===== config.mk =====
export PLATFORM = sky130hd
export DESIGN_NAME = stack_ctrl
export DESIGN_NICKNAME = d
export VERILOG_FILES = /design/src/rtl/stack_ctrl.sv
export SDC_FILE = /design/constraint.sdc
export NUM_CORES = 1
export LEC_CHECK = 0
export BUFFER_PORTS_ARGS = -buffer_cell sky130_fd_sc_hd__clkbuf_2
export CAP_MARGIN = 20
export CORE_MARGIN = 8
export CORE_UTILIZATION = 56
export CTS_BUF_LIST = sky130_fd_sc_hd__clkbuf_16
export CTS_CLUSTER_SIZE = 30
export DETAILED_ROUTE_END_ITERATION = 12
export GPL_TIMING_DRIVEN = 0
export PLACE_DENSITY = 0.77
export RECOVER_POWER = 100
export SYNTH_ARGS = -nofsm -noshare
export SYNTH_HDL_FRONTEND = slang
export SYNTH_SLANG_ARGS = --single-unit
export TNS_END_PERCENT = 1

===== constraint.sdc =====
create_clock -name clk -period 4.8 [get_ports clk]
set_input_delay 0 -clock clk [delete_from_list [all_inputs] [get_ports clk]]
set_output_delay 0 -clock clk [all_outputs]
set_load 0.03 [all_outputs]

===== src/rtl/stack_ctrl.sv =====
// Stack memory, occupancy count and core/debug arbitration for the stack machine.
// Optional synchronous clear port enabled by defining STACK_CLEAR_EN.
module stack_ctrl #(
    parameter int REG_BITS     = 32,
    parameter int DEPTH        = 16,
    parameter int AW           = 4,
    parameter int STARVE_LIMIT = 4
) (
    input  logic                clk,
    input  logic                rst_n,
`ifdef STACK_CLEAR_EN
    input  logic                clear,
`endif
    input  logic [1:0]          core_op,
    input  logic [REG_BITS-1:0] core_wdata,
    output logic [REG_BITS-1:0] core_top,
    output logic [REG_BITS-1:0] core_next,
    output logic                core_stall,
    output logic [AW:0]         count,
    output logic                full,
    output logic                empty,
    output logic                ovf_err,
    output logic                unf_err,
    input  logic                dbg_req,
    input  logic                dbg_we,
    input  logic [AW:0]         dbg_addr,
    input  logic [REG_BITS-1:0] dbg_wdata,
    output logic                dbg_gnt,
    output logic [REG_BITS-1:0] dbg_rdata,
    output logic                dbg_rvalid
);

    localparam int WW = $clog2(STARVE_LIMIT + 1);
    localparam logic [AW:0] DEPTH_C = (AW+1)'(DEPTH);
    localparam logic [AW:0] ONE_C = (AW+1)'(1);
    localparam logic [AW:0] TWO_C = (AW+1)'(2);
    localparam logic [WW-1:0] LIMIT_C = WW'(STARVE_LIMIT);

    localparam logic [1:0] OP_NONE  = 2'b00;
    localparam logic [1:0] OP_PUSH  = 2'b01;
    localparam logic [1:0] OP_POP   = 2'b10;
    localparam logic [1:0] OP_BINOP = 2'b11;

    logic [REG_BITS-1:0] mem [DEPTH];
    logic [AW:0]         cnt;
    logic [WW-1:0]       wait_cnt;
    logic                force_gnt;
    logic                gnt;
    logic                clr;
    logic [AW-1:0]       top_idx;
    logic [AW-1:0]       next_idx;
    logic                dbg_in;
    logic [AW-1:0]       dbg_idx;
    logic                core_we;
    logic [AW-1:0]       core_wa;
    logic [AW:0]         cnt_nxt;
    logic                ovf_set;
    logic                unf_set;

`ifdef STACK_CLEAR_EN
    assign clr = clear;
`else
    assign clr = 1'b0;
`endif

    assign count    = cnt;
    assign full     = (cnt == DEPTH_C);
    assign empty    = (cnt == '0);
    assign top_idx  = cnt[AW-1:0] - AW'(1);
    assign next_idx = cnt[AW-1:0] - AW'(2);

    assign core_top  = empty ? '0 : mem[top_idx];
    assign core_next = (cnt < TWO_C) ? '0 : mem[next_idx];

    // A starved request wins outright; otherwise debug only takes idle slots.
    assign force_gnt  = dbg_req && (wait_cnt == LIMIT_C);
    assign gnt        = dbg_req && (force_gnt || core_op == OP_NONE);
    assign dbg_gnt    = gnt;
    assign core_stall = force_gnt;

    assign dbg_in  = (dbg_addr < DEPTH_C);
    assign dbg_idx = dbg_addr[AW-1:0];

    always_comb begin
        core_we = 1'b0;
        core_wa = '0;
        cnt_nxt = cnt;
        ovf_set = 1'b0;
        unf_set = 1'b0;
        if (!gnt && !clr) begin
            unique case (core_op)
                OP_PUSH: begin
                    if (!full) begin
                        core_we = 1'b1;
                        core_wa = cnt[AW-1:0];
                        cnt_nxt = cnt + ONE_C;
                    end else begin
                        ovf_set = 1'b1;
                    end
                end
                OP_POP: begin
                    if (!empty) cnt_nxt = cnt - ONE_C;
                    else        unf_set = 1'b1;
                end
                OP_BINOP: begin
                    if (cnt >= TWO_C) begin
                        core_we = 1'b1;
                        core_wa = next_idx;
                        cnt_nxt = cnt - ONE_C;
                    end else begin
                        unf_set = 1'b1;
                    end
                end
                default: ;
            endcase
        end
    end

    // Storage is intentionally left unreset.
    always_ff @(posedge clk) begin
        if (core_we)
            mem[core_wa] <= core_wdata;
        else if (gnt && dbg_we && dbg_in)
            mem[dbg_idx] <= dbg_wdata;
    end

    always_ff @(posedge clk or negedge rst_n) begin
        if (!rst_n) begin
            cnt        <= '0;
            ovf_err    <= 1'b0;
            unf_err    <= 1'b0;
            wait_cnt   <= '0;
            dbg_rdata  <= '0;
            dbg_rvalid <= 1'b0;
        end else begin
            if (clr) begin
                cnt     <= '0;
                ovf_err <= 1'b0;
                unf_err <= 1'b0;
            end else begin
                cnt     <= cnt_nxt;
                ovf_err <= ovf_err | ovf_set;
                unf_err <= unf_err | unf_set;
            end
            if (!dbg_req || gnt)
                wait_cnt <= '0;
            else if (wait_cnt != LIMIT_C)
                wait_cnt <= wait_cnt + WW'(1);
            dbg_rvalid <= gnt && !dbg_we;
            if (gnt && !dbg_we)
                dbg_rdata <= dbg_in ? mem[dbg_idx] : '0;
        end
    end

endmodule


; ---- Yosys cells after proc, flatten, opt, wreduce, memory -nomap -nowiden
; Memory sizes are Yosys's and may differ from the RTL's.
; Index checks and enable logic that the tools add are counted.
[word_totals]
in_bits = 75
mem_count = 1
register_bits = 43
word_cells = 74
out_inout_bits = 108
ramBits = 512
[memory_table]
columns = memory, words, width, rd, rd_clocked_by_memory_dff, wr, line
row1 = mem, 16, 32, 3, 0, 1, 44  ; logic [REG_BITS-1:0] mem [DEPTH];
[op_classes]
n_lt_le_gt_ge = 3
n_bitwise = 3
reduce_logical = 15
n_addsub = 5
mux = 32
eq_ne = 9
[op_table]
columns = operator, count
row1 = 32-bit two-way mux, 4
row2 = 32-bit OR reduction, 1
row3 = 4-bit two-way mux, 4
row4 = 1-bit two-way mux, 15
row5 = 5-bit two-way mux, 3
row6 = 5-bit case mux with 3 select lines, 1
row7 = 4-bit case mux with 2 select lines, 1
row8 = 3-bit two-way mux, 2
row9 = "2-bit != test, second input constant", 3
row10 = "5-bit by 1-bit adder with 5-bit output, second input constant", 1
row11 = "5-bit == test, second input constant", 1
row12 = "5-bit by 2-bit greater-or-equal comparator with 1-bit output, second input constant", 1
row13 = 1-bit logical AND, 5
row14 = 5-bit zero test, 1
row15 = "5-bit by 2-bit less-than comparator with 1-bit output, second input constant", 1
row16 = "5-bit less-than comparator, second input constant", 1
row17 = 5-bit AND reduction, 1
row18 = "5-bit by 1-bit subtractor with 5-bit output, second input constant", 1
row19 = "2-bit == test, second input constant", 2
row20 = 1-bit case mux with 2 select lines, 2
row21 = "4-bit by 1-bit subtractor with 4-bit output, second input constant", 1
row22 = "4-bit by 2-bit subtractor with 4-bit output, second input constant", 1
row23 = "3-bit by 1-bit adder with 3-bit output, second input constant", 1
row24 = "3-bit == test, second input constant", 1
row25 = 9 further kinds, 12

; ---- Depth between registers and ports, before layout
; Gate-level depths: netlist (run 1).
[logic_depth]
word_depth = 11
mapped_depth = 12
ltp_nobuf = 8

; ---- Least setup slack after synthesis (run 1)
; No wires, ideal clock.
[synth_path]
path_type = register -> register
startpoint = register cnt[0], in the netlist count[0]
endpoint = memory mem[2][0] (enable)
setup_time_ps = 461
required_ps = 4339
path_slack_ps = -653
path_stages_with_launch = 13
n_path_buf = 4
t_arrival_ps = 4992
period_less_slack_ps = 5453
cell_sequence = dfrtp_1 buf_2 buf_2 buf_6 buf_6 inv_1 ha_1 or4bb_1 inv_1 or3_1 a21oi_1 a21oi_1 nor3_1
[synth_via]
elab_chain_len = 8
elab_cells_between_ends = 18
cone_classes = add/sub (1) / order compare (1) / eq/ne (1) / mux (14) / reduce/logical (1)
[synth_rtl]
columns = item, line
row1 = start: declaration, 45  ; logic [AW:0] cnt;
row2 = start signal: assignment, 141  ; cnt <= cnt_nxt;
row3 = 5-bit == test (*), 67  ; assign full = (cnt == DEPTH_C);
row4 = named net full, 20  ; output logic full,
row5 = 1-bit two-way mux, 93  ; if (!full) begin
row6 = 1-bit case mux with 2 select lines, 91  ; unique case (core_op)
row7 = 1-bit two-way mux, 90  ; if (!gnt && !clr) begin
row8 = 1-bit two-way mux, 121  ; if (core_we)
row9 = 1-bit two-way mux (implied by the code), 124  ; mem[dbg_idx] <= dbg_wdata;
row10 = 32-bit OR reduction (no source line), n/a
row11 = 4-bit two-way mux (no source line) or 1-bit two-way mux (tied branches), n/a
row12 = end: declaration, 44
; Mark *: on every way through the listed nets, which the timed path passes. The rest lies on a longest branch.

; ---- Final worst setup path (run 1)
[layout_path]
startpoint = register cnt[1], in the netlist count[1]
endpoint = output port core_top[22]
[layout_via]
elab_chain_len = 3
elab_cells_between_ends = 4
cone_classes = add/sub (1) / mux (1) / reduce/logical (1) / memory (1)
[layout_rtl]
columns = item, line
row1 = 4-bit by 1-bit subtractor with 4-bit output, 69  ; assign top_idx = cnt[AW-1:0] - AW'(1);
row2 = memory read 16 x 32 bit, n/a
row3 = 32-bit two-way mux (*), 72  ; assign core_top = empty ? '0 : mem[top_idx];
row4 = end: declaration, 16  ; output logic [REG_BITS-1:0] core_top,
; Every way passes the cells marked *; elsewhere a longest branch is shown, timed or not.

==> metrics.txt, run 1 <==
clk_lat worst skew=0.65 ns; Synth Area in Adders=0.487%; XOR/XNOR Fraction of Synth Area=0.235%; post-synthesis mux area share=32.5%; crit-path cells=buf_2, inv_1, ha_1, a21boi_1, xnor2_2, buf_2, clkbuf_1, a211oi_1, a211oi_1, clkbuf_2; largest net degree at the start of global routing=44; Routed wire per std cell=37.5 µm; Max Slew Vio Count=44; Startpoint Class=flop; Tcrit/Tclk final=105%; First-pass DRT Iterations=8; GRT Total Usage=32.3%; gr ovfl total=0; pwr/cell area=734 mW/mm²; Hold/Removal Path Class=in -> reg; failing checks=capacitance limit, slew limit, setup timing; drc violations=0; hold_ws=0.00630 ns; Initial Utilization=56.6%; Worst-path clk slew=0.07 ns; Critical R2R Launch=count[1]; Max Clock Skew=0.0373 ns; Simple-Gate Fraction of Synth Area=3.98%; Leak=11.6 nW; post-layout util=65.1%; PnR worst setup slack=-0.258 ns; Worst slew margin=-141%; Mapped Cells=1,630; Synth async-reset ratio=7.75%; Seq/Total Area, Yosys=55.2%; first-pass GRT wire length=141,000 µm; status=finished with violations; Slew @ Worst Pin=3.62 ns; Synth-to-Final Area Change=14.9%; Avg Cell Area, Syn=18.3 µm²; CP arrival=5.06 ns; number of global-route vias before repair=20,700; area leader, netlist=edfxtp_1; fin crit period=5.06 ns; CTS buffer count=57; iteration-0 DRC count of the detailed router=3,545; Worst Setup SP=count[1]; DP Worst Slack=-0.481 ns; Max FO, Critical Path=10; Vias=20,700; CP Capture Point=core_top[22]; GPL Wtd Cong=0.877; Final TNS setup=-2.42 ns; fmax=0.198 GHz; R2R setup slack=-0.02 ns; Max clock buf depth=3; post-DP HPWL=66,600 µm; Cell Area, Synth=0.0298 mm²; required time worst endpoint=4.80 ns; final std cells w/o fill=2,645; share of post-route cells with drive strength above 1=39.4%; # rows=84; number of enable flip-flop cells after synthesis=512; full die area=0.0609 mm²; number of setup violations in the final report=44; yosys warns=0; clock tree from TritonCTS=done; Post-Synthesis Net Count=1,716; final WL=99,300 µm; Worst path slowest cell=clkbuf_1; Max Cap Viol=1; largest cells by area after synthesis=edfxtp_1, mux4_2, dfrtp_1; CP Capture Type=primary output; port bufs=178; CP max stage delay=0.61 ns; RSZ-0062 raised after global routing=yes; share of the synthesized area in the top cell type=51.5%; Final #Nets=1,994; Max rail drop VDD=0.000629 V; Synth Register Bits=555; Die X=247 µm; Post-CTS Repair Setup Buffers=0; num ports=183; Inst Count DP=2,526; core area=0.0527 mm²; initial antenna violation count=2; htree depth=2; Primary FF master, synth=edfxtp_1; Layout fillers=3,451; vias per std cell=7.83; Clock Tree Root=clkbuf_16; largest family of logic cells by synthesized area=multiplexers; r2r endpoint=mem[2][8]; Die H=247 µm; WS Path Type=reg -> out; Compound-Gate Fraction of Synth Area=4.94%; Hold Violations, Final=0; Final ANT Viol Nets=0; post-synth cell types=47; clk sink count=555; Reg2Reg Depth=10
[power breakdown]
part	internal (mW)	switching (mW)
Combinational	5.58	8.98
Sequential	5.79	0.299
Clock	2.61	1.92
Total	14.0	11.2
[final cells by class]
| class | count | area, µm² | area share, % |
|---|---|---|---|
| Clock inverter | 48 | 430 | 1.26 |
| Buffer | 149 | 793 | 2.31 |
| Inverter | 13 | 48.8 | 0.142 |
| Clock buffer | 58 | 1450 | 4.23 |
| Antenna cell | 2 | 5.00 | 0.0146 |
| Tap cell | 688 | 861 | 2.51 |
| Multi-Input combinational cell | 913 | 12700 | 37.2 |
| Timing Repair Buffer | 219 | 1500 | 4.38 |
| Sequential cell | 555 | 16500 | 48.0 |
[layer usage]
metal	track usage, %	share of wire (%)
met5	1.06	0.091
met4	16.1	5.6
met3	12.2	17
met2	47.9	45
met1	41.8	32
[through the flow]
stage | total power, mW | cell area (µm²)
floorplan | 15.6 | 29800
global placement | 19.9 | 31600
detailed placement | 20.2 | 32300
CTS | 24.8 | 34300
global route | 25.7 | 34300
finish | 25.2 | 34300
[worst max-delay path, delay by kind of cell, from the launching register on]
kind / cells / cell delay (ns)
AO/OA/AOI/OAI: 3 / 0.83
XOR/XNOR: 1 / 0.53
adder cells (fa/ha/maj): 1 / 0.35
flip-flops: 1 / 0.58
buffers and inverters: 5 / 2.07
[cell usage after synthesis, types with 20 or more instances]
cell type / instances
buf_2: 32
nor2b_1: 34
dfrtp_1: 43
nor2_1: 20
mux4_2: 416
and2_1: 34
a22o_1: 32
mux2i_1: 33
a22oi_1: 64
a211oi_1: 64
clkbuf_1: 89
edfxtp_1: 512
nand2_1: 138
[what timing repair did]
action                                 4_1_cts  5_1_grt
cloned                                       0        0
pin swaps                                    0        0
setup endpoints to repair                   32       81
hold buffers                                 8        0
resized for setup                           23        9
endpoints found under the hold margin       66        0
[kinds of logic (layout without fill, tap and decap cells)]
kind of cell / count (synthesis) / in the layout
multiplexers: 449 / 449
XOR/XNOR: 8 / 8
flip-flops: 555 / 555
buffers and inverters: 162 / 487
other: 0 / 2
AND/OR/NAND/NOR: 251 / 251
AO/OA/AOI/OAI: 194 / 194
adder cells (fa/ha/maj): 11 / 11
[placed cells by master, fill, tap and decap left out, types with 12 or more instances in the layout]
master / n
a22oi_1: 64
a22o_1: 32
nand2_1: 138
buf_2: 32
clkbuf_16: 58
a211oi_1: 58
edfxtp_1: 512
mux2i_1: 33
and2_1: 34
clkbuf_1: 113
nor2b_1: 34
dfrtp_1: 43
buf_6: 27
inv_1: 24
mux4_2: 416
clkinv_2: 16
nor2_4: 12
clkbuf_2: 148
[registers in the layout (all words and copies together) (netlist names)]
register    flops
wait_cnt        3
mem           512
dbg_rvalid      1
dbg_rdata      32
unf_err         1
count           5
ovf_err         1
[worst min-delay path by stage]
stage | start | to | slack [ns] | depth (start not counted)
2_1_floorplan | rst_n | count[0] | -0.30 | 0
3_3_place_gp | dbg_req | unf_err | 0.36 | 3
3_5_place_dp | rst_n | dbg_rdata[28] | 0.20 | 1
4_1_cts | dbg_wdata[26] | mem[6][26] | 0.002 | 3
5_1_grt | dbg_wdata[11] | mem[13][11] | 0.05 | 3
6_report | dbg_wdata[27] | mem[11][27] | 0.006 | 3
No activity file was read; power rests on OpenSTA's default activity.
==> inputs of run 2 (changes only) <==
--- a/config.mk
+++ b/config.mk
@@ -9,12 +9,12 @@
 export CAP_MARGIN = 20
 export CORE_MARGIN = 8
 export CORE_UTILIZATION = 56
-export CTS_BUF_LIST = sky130_fd_sc_hd__clkbuf_16
 export CTS_CLUSTER_SIZE = 30
 export DETAILED_ROUTE_END_ITERATION = 12
 export GPL_TIMING_DRIVEN = 0
 export PLACE_DENSITY = 0.77
 export RECOVER_POWER = 100
+export SKIP_CTS_REPAIR_TIMING = 1
 export SYNTH_ARGS = -nofsm -noshare
 export SYNTH_HDL_FRONTEND = slang
 export SYNTH_SLANG_ARGS = --single-unit
==> run 2 against run 1 <==
  * The flow finishes with violations (hold timing, capacitance limit, slew limit, setup timing)
  * Register-to-register slack worse by 0.25 ns
  * Clock power up 1%
  * First-iteration DRC count down 3.7%
  * Sequential cell count unchanged
  * Die area unchanged
  * Critical path type is now reg -> reg
  * Critical endpoint is now mem[9][12]
==> metrics.txt, run 2 (synthesis gave the netlist of run 1 again) <==
share of post-route cells with drive strength above 1=38.1%; clock tree from TritonCTS=done; htree depth=2; Slew @ Worst Pin=3.53 ns; RSZ-0062 raised after global routing=yes; fin crit period=5.07 ns; PnR worst setup slack=-0.268 ns; # rows=84; GPL Wtd Cong=0.877; final std cells w/o fill=2,638; most frequent cells in the layout=edfxtp_1, mux4_2, clkbuf_1; failing checks=hold timing, capacitance limit, slew limit, setup timing; number of setup violations in the final report=148; fmax=0.197 GHz; Final ANT Viol Nets=0; largest net degree at the start of global routing=44; commonest non-fill, non-tap cell in the layout=edfxtp_1; r2r endpoint=mem[9][12]; Hold Violations, Final=8; Max FO, Critical Path=19; R2R setup slack=-0.27 ns; Startpoint Class=flop; most flop-heavy register=mem; final WL=99,300 µm; First-pass DRT Iterations=6; Critical R2R Launch=count[1]; Routed wire per std cell=37.6 µm; number of flip-flops under the largest register name=512; Synth-to-Final Area Change=13.8%; WS Path Type=reg -> reg; iteration-0 DRC count of the detailed router=3,414; Worst slew margin=-135%; Final #Nets=1,989; Initial Utilization=56.6%; CTS buffer count=57; post-DP HPWL=66,600 µm; CP arrival=5.35 ns; Layout fillers=3,508; CP Capture Point=mem[9][12]; Worst path slowest cell=nor2_2; crit-path cells=buf_2, inv_1, ha_1, clkbuf_1, a21oi_1, a32oi_1, o21ai_0, clkbuf_1, nor2_2, buf_4; first-pass GRT wire length=141,000 µm; Die H=247 µm; pwr/cell area=738 mW/mm²; vias per std cell=7.84; core area=0.0527 mm²; Max clock buf depth=3; CP Capture Type=flop; Pwr Total=25.1 mW; Die X=247 µm; Vias=20,700; Max Clock Skew=0.0357 ns; hold_ws=-0.00456 ns; drc violations=0; Inst Count DP=2,526; number of global-route vias before repair=20,700; post-layout util=64.5%; GRT Total Usage=32.3%; Worst-path clk slew=0.07 ns; Worst Setup SP=count[1]; full die area=0.0609 mm²; Max Cap Viol=1; Most common cell on crit path=clkbuf_1; Tcrit/Tclk final=106%; Hold/Removal Path Class=in -> reg; Reg2Reg Depth=10; Clock Tree Root=clkbuf_16; num ports=183; Max rail drop VDD=0.000629 V; required time worst endpoint=5.08 ns; clk_lat worst skew=0.64 ns; Max Slew Vio Count=44; Leak=11.4 nW; initial antenna violation count=1; CP max stage delay=0.91 ns; status=finished with violations; port bufs=178; gr ovfl total=0; clk sink count=555; ant diodes=0
run 2: power breakdown:
| group | internal [mW] | leakage, nW | switching (mW) |
|---|---|---|---|
| clock network | 2.67 | 0.937 | 1.92 |
| logic | 5.45 | 5.26 | 8.94 |
| registers | 5.79 | 5.19 | 0.299 |
| total | 13.9 | 11.4 | 11.2 |
run 2: worst min path at each step:
stage | startpoint | to | slack [ns] | depth (start not counted)
floorplan | rst_n | count[0] | -0.30 | 0
detailed placement | rst_n | dbg_rdata[28] | 0.20 | 1
finish | dbg_wdata[28] | mem[14][28] | -0.005 | 3
global placement | dbg_req | unf_err | 0.36 | 3
CTS | rst_n | dbg_rdata[28] | -0.46 | 1
global route | core_op[0] | ovf_err | 0.04 | 3
run 2: worst max-delay path: cells and delay by family, from the launching register on:
kind / cells / cell delay, ns
buffers and inverters: 5 / 2.03
and+or+nand+nor: 1 / 0.91
AOI/OAI and AO/OA: 3 / 0.78
DFF: 1 / 0.59
adders and majority gates: 1 / 0.35
run 2: routing by layer:
metal / vias to the layer above / GRT usage (%) / part of all wire (%)
met5: - / 1.06 / 0.091
met4: 2 / 16.2 / 5.6
met3: 385 / 11.9 / 17
met2: 2284 / 47.9 / 45
met1: 10500 / 42.0 / 32
li1: 7562 / - / -
run 2: final cells by class:
class	count	area (µm²)	share of cell area (%)
Multi-Input combinational cell	913	12700	37.3
Tap cell	688	861	2.54
Buffer	149	787	2.32
Inverter	13	48.8	0.144
Timing Repair Buffer	214	1230	3.64
Clock inverter	35	382	1.12
Sequential cell	555	16500	48.5
Clock buffer	71	1520	4.48
run 2: stage by stage:
stage | hold WS (ns) | TNS (ns) | instance area [µm²] | setup WS (ns)
after CTS | -0.462 | -30.47 | 34200 | -1.15
after global routing | 0.0405 | -4.85 | 33900 | -0.0871
after floorplan | -0.296 | -58.61 | 29800 | -0.611
after detailed placement | 0.197 | -8.21 | 32300 | -0.481
final | -0.00456 | -16.45 | 33900 | -0.268
after global placement | 0.363 | -1080.56 | 31600 | -4.25
